**config.mk**
```make
export PLATFORM = sky130hd
export DESIGN_NAME = cdb_arbiter_flat
export DESIGN_NICKNAME = d
export VERILOG_FILES = /design/src/rtl/cdb_arbiter_if.sv /design/src/rtl/cdb_arbiter.sv /design/src/flat_wrapper.sv
export SDC_FILE = /design/constraint.sdc
export NUM_CORES = 1
export LEC_CHECK = 0
export CAP_MARGIN = 30
export CELL_PAD_IN_SITES_DETAIL_PLACEMENT = 0
export CELL_PAD_IN_SITES_GLOBAL_PLACEMENT = 2
export CORE_UTILIZATION = 43
export CTS_BUF_LIST = sky130_fd_sc_hd__clkbuf_8
export CTS_CLUSTER_DIAMETER = 50
export CTS_CLUSTER_SIZE = 14
export DETAILED_ROUTE_END_ITERATION = 7
export PLACE_DENSITY = 0.91
export SYNTH_ARGS = -nofsm -noshare
export SYNTH_HDL_FRONTEND = slang
export SYNTH_SLANG_ARGS = --single-unit
```
**constraint.sdc**
```tcl
create_clock -name clk -period 10.26 [get_ports clk]
set_input_delay 2.052 -clock clk [delete_from_list [all_inputs] [get_ports clk]]
set_output_delay 2.052 -clock clk [all_outputs]
set_load 0.01 [all_outputs]
```
**src/rtl/cdb_arbiter_if.sv**
```systemverilog
// Common-data-bus arbiter bundle: execution-unit result requests, redirect,
// per-source availability and the broadcast bus.
interface cdb_arbiter_if #(
  parameter int unsigned WIDTH = 31,
  parameter int unsigned ROB   = 2
);
  logic             redirect;

  logic             aluDataBusReq;
  logic [WIDTH:0]   aluResult;
  logic [ROB:0]     ALURob;
  logic             aluAvailable;

  logic             branchDataBusReq;
  logic [WIDTH:0]   branchResult;
  logic [ROB:0]     branchRob;
  logic             branchAvailable;

  logic             validBroadcast;
  logic [WIDTH:0]   valueBroadcast;
  logic [ROB:0]     robBroadcast;

  // Arbiter side
  modport slave (
    input  redirect,
    input  aluDataBusReq, aluResult, ALURob,
    input  branchDataBusReq, branchResult, branchRob,
    output aluAvailable, branchAvailable,
    output validBroadcast, valueBroadcast, robBroadcast
  );

  // Producer / consumer side
  modport master (
    output redirect,
    output aluDataBusReq, aluResult, ALURob,
    output branchDataBusReq, branchResult, branchRob,
    input  aluAvailable, branchAvailable,
    input  validBroadcast, valueBroadcast, robBroadcast
  );
endinterface

```
**src/rtl/cdb_arbiter.sv**
```systemverilog
// CDB arbiter: per-source result FIFOs, round-robin grant, registered broadcast.
// Optional CDB_STATS_EN adds a saturating 16-bit contention counter (conflictCount).
module cdb_arbiter #(
  parameter int unsigned WIDTH = 31,
  parameter int unsigned ROB   = 2,
  parameter int unsigned DEPTH = 2
) (
  input  logic          clk,
  input  logic          reset,
  cdb_arbiter_if.slave  bus
`ifdef CDB_STATS_EN
  ,
  output logic [15:0]   conflictCount
`endif
);

  localparam int unsigned DW = WIDTH + 1;
  localparam int unsigned RW = ROB + 1;
  localparam int unsigned PW = $clog2(DEPTH);
  localparam int unsigned CW = PW + 1;

  typedef struct packed {
    logic [DW-1:0] value;
    logic [RW-1:0] rob;
  } entry_t;

  typedef enum logic {
    SRC_ALU    = 1'b0,
    SRC_BRANCH = 1'b1
  } src_e;

  entry_t        alu_mem_q [DEPTH];
  entry_t        br_mem_q  [DEPTH];

  logic [CW-1:0] alu_cnt_q, alu_cnt_d, br_cnt_q, br_cnt_d;
  logic [PW-1:0] alu_rd_q, alu_rd_d, alu_wr_q, alu_wr_d;
  logic [PW-1:0] br_rd_q, br_rd_d, br_wr_q, br_wr_d;
  logic          alu_avail_q, alu_avail_d, br_avail_q, br_avail_d;
  src_e          last_q, last_d;
  logic          valid_q, valid_d;
  entry_t        bcast_q, bcast_d;

  logic          alu_ne_c, br_ne_c;
  logic          alu_push_c, br_push_c, alu_pop_c, br_pop_c;

  // Grant, push/pop and next-state; redirect overrides everything except lastGrant
  always_comb begin
    alu_cnt_d   = alu_cnt_q;
    br_cnt_d    = br_cnt_q;
    alu_rd_d    = alu_rd_q;
    alu_wr_d    = alu_wr_q;
    br_rd_d     = br_rd_q;
    br_wr_d     = br_wr_q;
    alu_avail_d = alu_avail_q;
    br_avail_d  = br_avail_q;
    last_d      = last_q;
    valid_d     = 1'b0;
    bcast_d     = bcast_q;

    alu_ne_c    = (alu_cnt_q != '0);
    br_ne_c     = (br_cnt_q != '0);
    alu_push_c  = bus.aluDataBusReq && alu_avail_q && !bus.redirect;
    br_push_c   = bus.branchDataBusReq && br_avail_q && !bus.redirect;
    alu_pop_c   = !bus.redirect && alu_ne_c && (!br_ne_c || (last_q == SRC_BRANCH));
    br_pop_c    = !bus.redirect && br_ne_c && (!alu_ne_c || (last_q == SRC_ALU));

    if (bus.redirect) begin
      alu_cnt_d   = '0;
      br_cnt_d    = '0;
      alu_rd_d    = '0;
      alu_wr_d    = '0;
      br_rd_d     = '0;
      br_wr_d     = '0;
      alu_avail_d = 1'b1;
      br_avail_d  = 1'b1;
    end else begin
      if (alu_push_c) alu_wr_d = alu_wr_q + PW'(1);
      if (alu_pop_c)  alu_rd_d = alu_rd_q + PW'(1);
      if (br_push_c)  br_wr_d  = br_wr_q + PW'(1);
      if (br_pop_c)   br_rd_d  = br_rd_q + PW'(1);

      alu_cnt_d   = alu_cnt_q + CW'(alu_push_c) - CW'(alu_pop_c);
      br_cnt_d    = br_cnt_q + CW'(br_push_c) - CW'(br_pop_c);
      alu_avail_d = (alu_cnt_d < CW'(DEPTH));
      br_avail_d  = (br_cnt_d < CW'(DEPTH));

      if (alu_pop_c) begin
        valid_d = 1'b1;
        bcast_d = alu_mem_q[alu_rd_q];
        last_d  = SRC_ALU;
      end else if (br_pop_c) begin
        valid_d = 1'b1;
        bcast_d = br_mem_q[br_rd_q];
        last_d  = SRC_BRANCH;
      end
    end
  end

  always_ff @(posedge clk or posedge reset) begin
    if (reset) begin
      alu_cnt_q   <= '0;
      br_cnt_q    <= '0;
      alu_rd_q    <= '0;
      alu_wr_q    <= '0;
      br_rd_q     <= '0;
      br_wr_q     <= '0;
      alu_avail_q <= 1'b1;
      br_avail_q  <= 1'b1;
      last_q      <= SRC_BRANCH;
      valid_q     <= 1'b0;
      bcast_q     <= '0;
    end else begin
      alu_cnt_q   <= alu_cnt_d;
      br_cnt_q    <= br_cnt_d;
      alu_rd_q    <= alu_rd_d;
      alu_wr_q    <= alu_wr_d;
      br_rd_q     <= br_rd_d;
      br_wr_q     <= br_wr_d;
      alu_avail_q <= alu_avail_d;
      br_avail_q  <= br_avail_d;
      last_q      <= last_d;
      valid_q     <= valid_d;
      bcast_q     <= bcast_d;
    end
  end

  // Storage needs no reset: occupancy is tracked by the counts
  always_ff @(posedge clk) begin
    if (alu_push_c) alu_mem_q[alu_wr_q] <= entry_t'{value: bus.aluResult, rob: bus.ALURob};
    if (br_push_c)  br_mem_q[br_wr_q]   <= entry_t'{value: bus.branchResult, rob: bus.branchRob};
  end

  assign bus.aluAvailable    = alu_avail_q;
  assign bus.branchAvailable = br_avail_q;
  assign bus.validBroadcast  = valid_q;
  assign bus.valueBroadcast  = bcast_q.value;
  assign bus.robBroadcast    = bcast_q.rob;

`ifdef CDB_STATS_EN
  logic [15:0] conflict_q, conflict_d;

  // Counts contention edges regardless of redirect; only reset clears it
  always_comb begin
    conflict_d = conflict_q;
    if (alu_ne_c && br_ne_c && (conflict_q != 16'hFFFF)) conflict_d = conflict_q + 16'd1;
  end

  always_ff @(posedge clk or posedge reset) begin
    if (reset) conflict_q <= '0;
    else       conflict_q <= conflict_d;
  end

  assign conflictCount = conflict_q;
`endif

endmodule

```
**src/flat_wrapper.sv**
```systemverilog
// flat-port wrapper written by rule: the top's interface ports become plain ports
module cdb_arbiter_flat 
#(
  parameter int unsigned WIDTH = 31,
  parameter int unsigned ROB   = 2,
  parameter int unsigned DEPTH = 2
)
  (clk, reset, bus_redirect, bus_aluDataBusReq, bus_aluResult, bus_ALURob, bus_branchDataBusReq, bus_branchResult, bus_branchRob, bus_aluAvailable, bus_branchAvailable, bus_validBroadcast, bus_valueBroadcast, bus_robBroadcast);
  cdb_arbiter_if #(.WIDTH(WIDTH), .ROB(ROB)) bus_i ();
  input  logic clk;
  input  logic reset;
  input wire logic [$bits(bus_i.redirect)-1:0] bus_redirect;
  input wire logic [$bits(bus_i.aluDataBusReq)-1:0] bus_aluDataBusReq;
  input wire logic [$bits(bus_i.aluResult)-1:0] bus_aluResult;
  input wire logic [$bits(bus_i.ALURob)-1:0] bus_ALURob;
  input wire logic [$bits(bus_i.branchDataBusReq)-1:0] bus_branchDataBusReq;
  input wire logic [$bits(bus_i.branchResult)-1:0] bus_branchResult;
  input wire logic [$bits(bus_i.branchRob)-1:0] bus_branchRob;
  output wire logic [$bits(bus_i.aluAvailable)-1:0] bus_aluAvailable;
  output wire logic [$bits(bus_i.branchAvailable)-1:0] bus_branchAvailable;
  output wire logic [$bits(bus_i.validBroadcast)-1:0] bus_validBroadcast;
  output wire logic [$bits(bus_i.valueBroadcast)-1:0] bus_valueBroadcast;
  output wire logic [$bits(bus_i.robBroadcast)-1:0] bus_robBroadcast;
  assign bus_i.redirect = bus_redirect;
  assign bus_i.aluDataBusReq = bus_aluDataBusReq;
  assign bus_i.aluResult = bus_aluResult;
  assign bus_i.ALURob = bus_ALURob;
  assign bus_i.branchDataBusReq = bus_branchDataBusReq;
  assign bus_i.branchResult = bus_branchResult;
  assign bus_i.branchRob = bus_branchRob;
  assign bus_aluAvailable = bus_i.aluAvailable;
  assign bus_branchAvailable = bus_i.branchAvailable;
  assign bus_validBroadcast = bus_i.validBroadcast;
  assign bus_valueBroadcast = bus_i.valueBroadcast;
  assign bus_robBroadcast = bus_i.robBroadcast;
  cdb_arbiter #(.WIDTH(WIDTH), .ROB(ROB), .DEPTH(DEPTH)) u_core (.clk(clk), .reset(reset), .bus(bus_i));
endmodule
```
==> impl_metrics.env, run 1 <==
export IMPL_status="completed"
export IMPL_netlist_cell_type_count=35
export IMPL_drv_slew=0
export IMPL_irDropWorstVdd_mv=0.179
export IMPL_fin_crit_sh_pct=39.8
export IMPL_n_antenna_cell=0
export IMPL_grt_start_max_net_pins=55
export IMPL_max_freq_mhz=245
export IMPL_ys_warn_count=0
export IMPL_dp_hpwl_um=10000
export IMPL_grt_overflow=0
export IMPL_clock_path_buffers=2
export IMPL_rsz0062_at_grt="no"
export IMPL_tightest_slew_ns=0.969
export IMPL_end_kind="register"
export IMPL_synthesis_nets=567
export IMPL_worstSkewPairLatency_ns=0.47
export IMPL_grt_pass1_wl_um=25300
export IMPL_maxCapViolCount=0
export IMPL_fillers=1369
export IMPL_finalHoldWorstSlack_ns=0.519
export IMPL_dieArea_um2=17900
export IMPL_synth_ff_type="edfxtp_1"
export IMPL_async_reset_ff_share_pct=25.1
export IMPL_r2r_cells=6
export IMPL_die_x_um=134
export IMPL_cts_resized=0
export IMPL_antenna_found_initial=0
export IMPL_placement_io_buffers=112
export IMPL_dr_total_vias=4539
export IMPL_syn_inst=489
export IMPL_crit_required_ns=10.62
export IMPL_cts_tree="done"
export IMPL_synth_cell_area_um2=7480
export IMPL_endpoint="u_core.alu_cnt_q[1]$_DFF_PP0_"
export IMPL_wl_per_cell_um=19.6
export IMPL_clock_skew_ns=0.0107
export IMPL_r2r_start="u_core.alu_cnt_q[0]$_DFF_PP0_"
export IMPL_r2r_slack_ns=7.82
export IMPL_cts_clk_slew_worst_paths_ns=0.09
export IMPL_core_area_um2=16800
export IMPL_cts_inserted_buffers=17
export IMPL_h_tree_depth=4
export IMPL_cts_root_buf="clkbuf_8"
export IMPL_drtAntennaViolNets=0
export IMPL_synth_seq_cells=187
export IMPL_nNetsFinal=662
export IMPL_crit_fanout=54
export IMPL_hold_buffers=0
export IMPL_min_path_type="reg2reg"
export IMPL_cellPowerDensity_nw_per_um2=243
export IMPL_crit_path_start="bus_redirect"
export IMPL_synth_edf_count=140
export IMPL_layout_commonest_cell="edfxtp_1"
export IMPL_worstPathArrival_ns=4.44
export IMPL_drt_pass1_iterations=4
export IMPL_placementRows=47
export IMPL_totalWireLength_um=16000
export IMPL_syn_to_final_growth_pct=21.9
export IMPL_clock_sinks=187
export IMPL_hold_viol=0
export IMPL_cp_start_kind="input pin"
export IMPL_setup_violations_final=0
export IMPL_drt_vias_per_instance=5.56
export IMPL_gp_congestion=0.736
export IMPL_grt_pass1_vias=4592
export IMPL_drc=0
export IMPL_syn_area_per_cell_um2=15.3
export IMPL_layout_cells_non_filler=817
export IMPL_p_leak_nw=3.09
export IMPL_slew_headroom_pct=35.4
export IMPL_r2r_end="u_core.alu_cnt_q[1]$_DFF_PP0_"
export IMPL_setup_tns_final_ns=0
export IMPL_die_h_um=134
export IMPL_final_cell_mix="140 x edfxtp_1, 111 x clkdlybuf4s50_1, 74 x nor2b_1"
export IMPL_dp_cells=784
export IMPL_total_power_mw=2.21
export IMPL_ios=113
export IMPL_post_cts_setup_buffers=0
export IMPL_crit_type="in2reg"
export IMPL_min_period_ns=4.08
export IMPL_track_usage_pct=19.0
export IMPL_drtIter0Drc=254
export IMPL_drive_gt1_share_pct=8.54
export IMPL_yosysSeqAreaShare_pct=72.0
export IMPL_start_util_pct=44.6
## flip-flops by register name, indices dropped and copies added (netlist names), 2 cells and up
name,flops
u_core.alu_mem_q,70
u_core.br_mem_q,70
u_core.bus.valueBroadcast,32
u_core.bus.robBroadcast,3
u_core.alu_cnt_q,2
u_core.br_cnt_q,2
## worst max-delay path: stages
cell and delay [ns]:
buf_2 0.41, o21ba_2 0.94, nand2_1 0.18, xnor2_1 0.18, ha_1 0.22, nor2b_1 0.14
mux2_2 0.30
## kinds of logic after synthesis
logic type	Yosys count	synth area share (%)
XOR/XNOR	4	0.468
AO/OA/AOI/OAI	149	15.1
buffers and inverters	48	3.78
flip-flops	187	72.0
AND/OR/NAND/NOR	95	7.78
multiplexers	3	0.418
adder cells (fa/ha/maj)	3	0.502
## report_power, final
part / switching [mW] / leakage (nW) / internal (mW)
Clock: 0.240 / 0.210 / 0.233
Sequential: 0.0951 / 1.87 / 0.954
Combinational: 0.385 / 1.01 / 0.308
## how the worst min path moves through the flow
stage | startpoint | end | slack [ns] | cells past startpoint
after global routing | u_core.last_q$_DFFE_PP1P_ | u_core.last_q$_DFFE_PP1P_ | 0.56 | 1
after CTS | u_core.bus.valueBroadcast[7]$_DFFE_PP0P_ | u_core.bus.valueBroadcast[7]$_DFFE_PP0P_ | 0.52 | 2
after floorplan | u_core.last_q$_DFFE_PP1P_ | u_core.last_q$_DFFE_PP1P_ | 0.50 | 1
after global placement | u_core.bus.valueBroadcast[7]$_DFFE_PP0P_ | u_core.bus.valueBroadcast[7]$_DFFE_PP0P_ | 0.50 | 2
final | u_core.bus.valueBroadcast[7]$_DFFE_PP0P_ | u_core.bus.valueBroadcast[7]$_DFFE_PP0P_ | 0.52 | 2
after detailed placement | u_core.bus.valueBroadcast[2]$_DFFE_PP0P_ | u_core.bus.valueBroadcast[2]$_DFFE_PP0P_ | 0.51 | 2
## through the flow
| stage | utilization (%) | setup WS [ns] | area [um^2] |
|---|---|---|---|
| 6_report | 54.4 | 6.18 | 9120 |
| 5_1_grt | 54.4 | 6.04 | 9120 |
| 4_1_cts | 54.2 | 6.20 | 9090 |
| 3_5_place_dp | 52.0 | 5.69 | 8710 |
| 3_3_place_gp | 51.7 | 5.73 | 8670 |
| 2_1_floorplan | - | 4.78 | 7480 |
## synthesized netlist by cell type, drive strengths merged (2+ instances only)
cell / count / area, um^2
nor2b: 74 / 463
inv: 4 / 15.0
a221oi: 35 / 307
nor3: 3 / 15.0
and2: 2 / 12.5
o21bai: 2 / 22.5
xor2: 3 / 26.3
nor2: 7 / 26.3
o21ba: 2 / 20.0
buf: 19 / 171
ha: 3 / 37.5
clkbuf: 25 / 96.3
edfxtp: 140 / 4200
nand2: 4 / 15.0
o21ai: 37 / 185
a2111oi: 35 / 307
mux2i: 2 / 20.0
dfrtp: 44 / 1100
o31ai: 35 / 263
dfstp: 3 / 78.8
## per-layer routing
| layer | share of wire (%) | global-route usage, % | up-vias |
|---|---|---|---|
| li1 | - | - | 2115 |
| met3 | 4.0 | 3.55 | 23 |
| met4 | 2.0 | 7.89 | 0 |
| met1 | 43 | 23.5 | 2303 |
| met5 | 0 | 0 | - |
| met2 | 51 | 32.7 | 98 |
## cell type report
type | count | area [um^2] | area share (%)
inverter | 4 | 15.0 | 0.165
sequential | 187 | 5390 | 59.1
clock inverter | 15 | 146 | 1.61
tap | 220 | 275 | 3.02
multi-input combinational | 254 | 1840 | 20.2
timing repair buffer | 120 | 1220 | 13.4
clock buffer | 17 | 234 | 2.57
(Power assumes the default switching activity.)
==> run 2: changes to the inputs <==
--- a/config.mk
+++ b/config.mk
@@ -8,12 +8,12 @@
 export CAP_MARGIN = 30
 export CELL_PAD_IN_SITES_DETAIL_PLACEMENT = 0
 export CELL_PAD_IN_SITES_GLOBAL_PLACEMENT = 2
-export CORE_UTILIZATION = 43
+export CORE_UTILIZATION = 40
 export CTS_BUF_LIST = sky130_fd_sc_hd__clkbuf_8
 export CTS_CLUSTER_DIAMETER = 50
 export CTS_CLUSTER_SIZE = 14
 export DETAILED_ROUTE_END_ITERATION = 7
-export PLACE_DENSITY = 0.91
+export PLACE_DENSITY = 0.85
 export SYNTH_ARGS = -nofsm -noshare
 export SYNTH_HDL_FRONTEND = slang
 export SYNTH_SLANG_ARGS = --single-unit
==> constraint.sdc (replaced) <==
create_clock -name clk -period 4.2 [get_ports clk]
set_input_delay 0.84 -clock clk [delete_from_list [all_inputs] [get_ports clk]]
set_output_delay 0.84 -clock clk [all_outputs]
set_load 0.01 [all_outputs]
==> impl_metrics.env, run 2 (synthesis results as in run 1) <==
export IMPL_status="finished with violations"
export IMPL_violations="design-rule violations"
export IMPL_drtAntennaViolNets=0
export IMPL_placement_io_buffers=112
export IMPL_cts_tree="done"
export IMPL_nNetsFinal=662
export IMPL_start_util_pct=41.2
export IMPL_fin_crit_sh_pct=58.7
export IMPL_min_path_type="reg2reg"
export IMPL_drive_gt1_share_pct=9.88
export IMPL_cp_start_kind="input pin"
export IMPL_p_leak_nw=3.04
export IMPL_pre_cts_ws_ns=1.25
export IMPL_crit_type="in2reg"
export IMPL_drc=5
export IMPL_grt_pass1_vias=4548
export IMPL_track_usage_pct=17.3
export IMPL_fillers=1577
export IMPL_clock_skew_ns=0.0101
export IMPL_layout_commonest_cell="edfxtp_1"
export IMPL_core_area_um2=18100
export IMPL_drtIter0Drc=343
export IMPL_end_kind="register"
export IMPL_irDropWorstVdd_mv=0.363
export IMPL_clock_sinks=187
export IMPL_n_antenna_cell=0
export IMPL_min_period_ns=2.47
export IMPL_path_cells="buf_2, o21ba_2, buf_4, nand2_1, xnor2_1, ha_1, nor2b_1, mux2_2"
export IMPL_placementRows=49
export IMPL_cts_clk_slew_worst_paths_ns=0.10
export IMPL_syn_to_final_growth_pct=21.9
export IMPL_wl_per_cell_um=19.6
export IMPL_crit_family="buffers and inverters"
export IMPL_gp_congestion=0.720
export IMPL_hold_buffers=0
export IMPL_maxCapViolCount=0
export IMPL_antenna_found_initial=0
export IMPL_grt_start_max_net_pins=53
export IMPL_r2r_slack_ns=1.83
export IMPL_post_cts_setup_buffers=0
export IMPL_rsz0062_at_grt="no"
export IMPL_cts_root_buf="clkbuf_8"
export IMPL_finalHoldWorstSlack_ns=0.523
export IMPL_grt_overflow=0
export IMPL_dp_hpwl_um=10100
export IMPL_slowest_stage="buf_4"
export IMPL_cts_resized=0
export IMPL_dr_total_vias=4477
export IMPL_max_stage_delay_ns=0.38
export IMPL_drt_vias_per_instance=5.42
export IMPL_die_x_um=139
export IMPL_h_tree_depth=4
export IMPL_setup_ws_ns=1.73
export IMPL_dieArea_um2=19300
export IMPL_crit_required_ns=4.54
export IMPL_worstPathArrival_ns=2.81
export IMPL_hold_viol=0
export IMPL_drt_pass1_iterations=7
export IMPL_cellPowerDensity_nw_per_um2=593
export IMPL_final_cell_mix="140 x edfxtp_1, 111 x clkdlybuf4s50_1, 74 x nor2b_1"
export IMPL_totalWireLength_um=16200
export IMPL_tightest_slew_ns=0.938
export IMPL_slew_headroom_pct=37.5
export IMPL_setup_violations_final=0
export IMPL_drv_slew=0
export IMPL_max_freq_mhz=406
export IMPL_grt_pass1_wl_um=24900
export IMPL_worstSkewPairLatency_ns=0.46
export IMPL_crit_buf_inv=2
export IMPL_crit_fanout=36
export IMPL_cts_inserted_buffers=17
export IMPL_clock_path_buffers=2
export IMPL_ios=113
export IMPL_die_h_um=139
==> run 2: worst min-delay path, delay by kind of cell (launching register included) <==
family	cells	cell delay (ns)
flip-flops	1	0.35
AO/OA/AOI/OAI	2	0.15
==> run 2: final timing paths <==
kind,start,to,cells after the start
setup / recovery,bus_redirect,u_core.alu_cnt_q[1]$_DFF_PP0_,8
hold / removal,u_core.bus.valueBroadcast[7]$_DFFE_PP0P_,u_core.bus.valueBroadcast[7]$_DFFE_PP0P_,2
setup reg to reg,u_core.br_cnt_q[1]$_DFF_PP0_,u_core.alu_cnt_q[1]$_DFF_PP0_,6
hold reg to reg,u_core.bus.valueBroadcast[7]$_DFFE_PP0P_,u_core.bus.valueBroadcast[7]$_DFFE_PP0P_,2
max in group asynchronous,reset,u_core.last_q$_DFFE_PP1P_,3
min in group asynchronous,reset,u_core.bus.valueBroadcast[8]$_DFFE_PP0P_,2
==> run 2: where the power goes <==
part	leakage [nW]	switching, mW	internal [mW]	total (mW)
registers	1.87	0.239	2.33	2.57
logic	1.00	0.952	0.754	1.71
clock network	0.173	0.653	0.478	1.13
total	3.04	1.84	3.56	5.41
==> run 2: cell type report <==
cell class              instances  area, um^2  share of cell area [%]
inverters                       4        15.0                   0.165
repair buffers                120        1210                    13.3
multi-input cells             254        1840                    20.2
clock buffers                  17         234                    2.57
flip-flops and latches        187        5390                    59.1
well taps                     229         287                    3.14
clock inverters                15         140                    1.54
==> run 2: per-stage QoR <==
stage	area, um^2	util, %	power, mW	TNS, ns	cells
finish	9120	50.2	5.41	0	826
global route	9120	50.2	5.69	0	826
CTS	9120	50.2	5.45	0	826
detailed placement	8740	48.2	4.32	0	794
global placement	8680	47.8	4.24	0	791
floorplan	7480	-	3.62	-4.99	489
==> run 2: layer usage <==
layer	wire, um	vias up	global-route usage (%)
met5	0	-	0
met4	217	0	7.31
met3	1080	14	3.76
met2	8030	158	29.2
met1	6860	2191	21.7
li1	-	2114	-
==> variant: new RTL, config.mk and constraints of run 2 <==
`ROB` is set to 2 in 3 places; all go to 1.
--- a/src/rtl/cdb_arbiter_if.sv
+++ b/src/rtl/cdb_arbiter_if.sv
@@ -4,3 +4,3 @@
   parameter int unsigned WIDTH = 31,
-  parameter int unsigned ROB   = 2
+  parameter int unsigned ROB   = 1
 );
--- a/src/rtl/cdb_arbiter.sv
+++ b/src/rtl/cdb_arbiter.sv
@@ -4,3 +4,3 @@
   parameter int unsigned WIDTH = 31,
-  parameter int unsigned ROB   = 2,
+  parameter int unsigned ROB   = 1,
   parameter int unsigned DEPTH = 2
--- a/src/flat_wrapper.sv
+++ b/src/flat_wrapper.sv
@@ -4,3 +4,3 @@
   parameter int unsigned WIDTH = 31,
-  parameter int unsigned ROB   = 2,
+  parameter int unsigned ROB   = 1,
   parameter int unsigned DEPTH = 2
Interface: changed (resized bus_ALURob, bus_branchRob and bus_robBroadcast); port bits go from 113 to 110. The function was not compared with the original's and may differ.
==> variant against run 2 <==
  * Global-route usage increased by 0.28 points
  * Register-to-register slack worse by 190 ps
  * Wire length is 2.6% higher
  * Worst setup slack worse by 92 ps
  * Synthesized area grew 3.8%
  * Power is 5.4% higher
  * Cell area rose by 3.3%
  * Count of clock-buffer cells in the layout stayed put
  * Sequential cell count down 5
  * Non-clock buffer count down 1
  * Largest cell class unchanged
  * Largest power group unchanged
  * Highest routed layer unchanged
==> variant: results <==
set metrics [dict create \
    fin_worst_skew_ps 17.4 \
    place.gp.congestion 0.767 \
    first_iter_violations 278 \
    cp.arrival_ps 2920 \
    first_pass_iters 6 \
    clockBufferDepth 2 \
    cts-root-buf "clkbuf_8" \
    ir_drop_mv 0.442 \
    yosys_warnings 0 \
    worstReg2RegStart "u_core.alu_cnt_q[0]$_DFF_PP0_" \
    synth_edf_count 136 \
    antenna_found_initial 0 \
    clkSlewWorstSetupHoldPaths_ps 100 \
    min_to "u_core.bus.valueBroadcast[20]$_DFFE_PP0P_" \
    portBuffers 109 \
    worstHoldStart "u_core.bus.valueBroadcast[20]$_DFFE_PP0P_" \
    outcome "finished, final reports clean" \
    leakage_nw 3.17 \
    ys_async_sr_fraction_pct 25.3 \
    clk_latency_ps 460 \
    fin_cells 846 \
    numCtsBuffers 17 \
    worstRegToRegCells 6 \
    dp_hpwl_um 10500 \
    reg2reg_setup_slack_ps 1640 \
    grt_max_degree 71 \
    ys_types 40 \
    worst-path-max-fanout 35 \
    layout-drive-gt1-share_pct 20.8 \
    viasPerCell 5.30 \
    wl_per_cell_um 19.6 \
    r2r_end "u_core.alu_cnt_q[1]$_DFF_PP0_" \
    yosysSeqAreaShare_pct 67.5 \
    post_cts_buffers 0 \
    dp.cells 813 \
    hold_path_depth 2 \
    synth_common_cells "136 x edfxtp_1, 59 x and2b_1, 43 x dfrtp_1" \
    htreeDepth 4 \
    globalRouteTotalUtil_pct 17.6 \
    antennaDiodeCount 0 \
    layout.nets 649 \
    cts_resized 0 \
    synth_nets 551 \
    grt_pass1_vias 4595 \
    cap_violations 0 \
    grt_pass1_wl_um 26000 \
    slew_viol_final 0 \
    hold_path_class "reg2reg" \
    worst_pin_slew_ps 945 \
    yosys-top-cells-area "edfxtp_1 53%, dfrtp_1 14%, and2b_1 5.7%, a2111oi_2 5.6%, o31ai_2 4.8%" \
    place_ws_ps 1200 \
    synth_cells 475 \
]
==> variant: worst max-delay path, cell delays in order (launching register included) <==
cell     delay (ps)
dfrtp_1         560
o21ba_2         780
nand2_1         260
xnor2_1         200
ha_1            220
nor2b_1         140
mux2_4          280
==> variant: worst max path at each step <==
stage | startpoint | endpoint | depth (start not counted) | slack, ps
detailed placement | bus_redirect | u_core.alu_cnt_q[1]$_DFF_PP0_ | 7 | 1200
CTS | u_core.alu_cnt_q[0]$_DFF_PP0_ | u_core.alu_cnt_q[1]$_DFF_PP0_ | 6 | 1620
global placement | bus_redirect | u_core.alu_cnt_q[1]$_DFF_PP0_ | 7 | 1300
floorplan | bus_redirect | u_core.alu_mem_q[0][0]$_DFFE_PP_ | 3 | 190
global route | u_core.alu_cnt_q[0]$_DFF_PP0_ | u_core.alu_cnt_q[1]$_DFF_PP0_ | 6 | 1500
finish | u_core.alu_cnt_q[0]$_DFF_PP0_ | u_core.alu_cnt_q[1]$_DFF_PP0_ | 6 | 1640
==> variant: layout make-up <==
type / instances / area [µm²]
clock buffer: 17 / 234
clock inverter: 15 / 170
fill: 1568 / 9420
inverter: 4 / 15.0
multi-input combinational: 249 / 2210
sequential: 182 / 5240
tap: 260 / 325
timing repair buffer: 119 / 1220
==> variant: metal layers <==
layer / wire length [µm] / global-route usage (%)
met1: 7460 / 24.4
met2: 8080 / 27.8
met3: 914 / 4.49
met4: 151 / 4.18
met5: 0 / 0
==> variant: through the flow <==
step / hold slack, ps / utilization [%] / power [mW] / area, µm²
floorplan: 519 / - / 3.86 / 7760
global placement: 518 / 47.4 / 4.45 / 8920
detailed placement: 526 / 47.7 / 4.56 / 8990
CTS: 548 / 49.9 / 5.75 / 9390
global route: 571 / 50.0 / 6.02 / 9410
finish: 539 / 50.0 / 5.70 / 9410
==> variant: report_power, final <==
group | leakage (nW) | switching [mW] | internal [mW]
logic | 1.16 | 1.04 | 0.951
clock network | 0.196 | 0.653 | 0.542
registers | 1.82 | 0.257 | 2.25
total | 3.17 | 1.96 | 3.74
==> variant: cells by family (layout without fill, tap and decap cells) <==
group,Yosys count,after routing,share of synthesized area [%]
flip-flops,182,182,67.5
AO/OA/AOI/OAI,147,147,18.6
AND/OR/NAND/NOR,93,93,8.29
buffers and inverters,44,155,4.40
XOR/XNOR,4,4,0.451
adder cells (fa/ha/maj),3,3,0.484
multiplexers,2,2,0.322
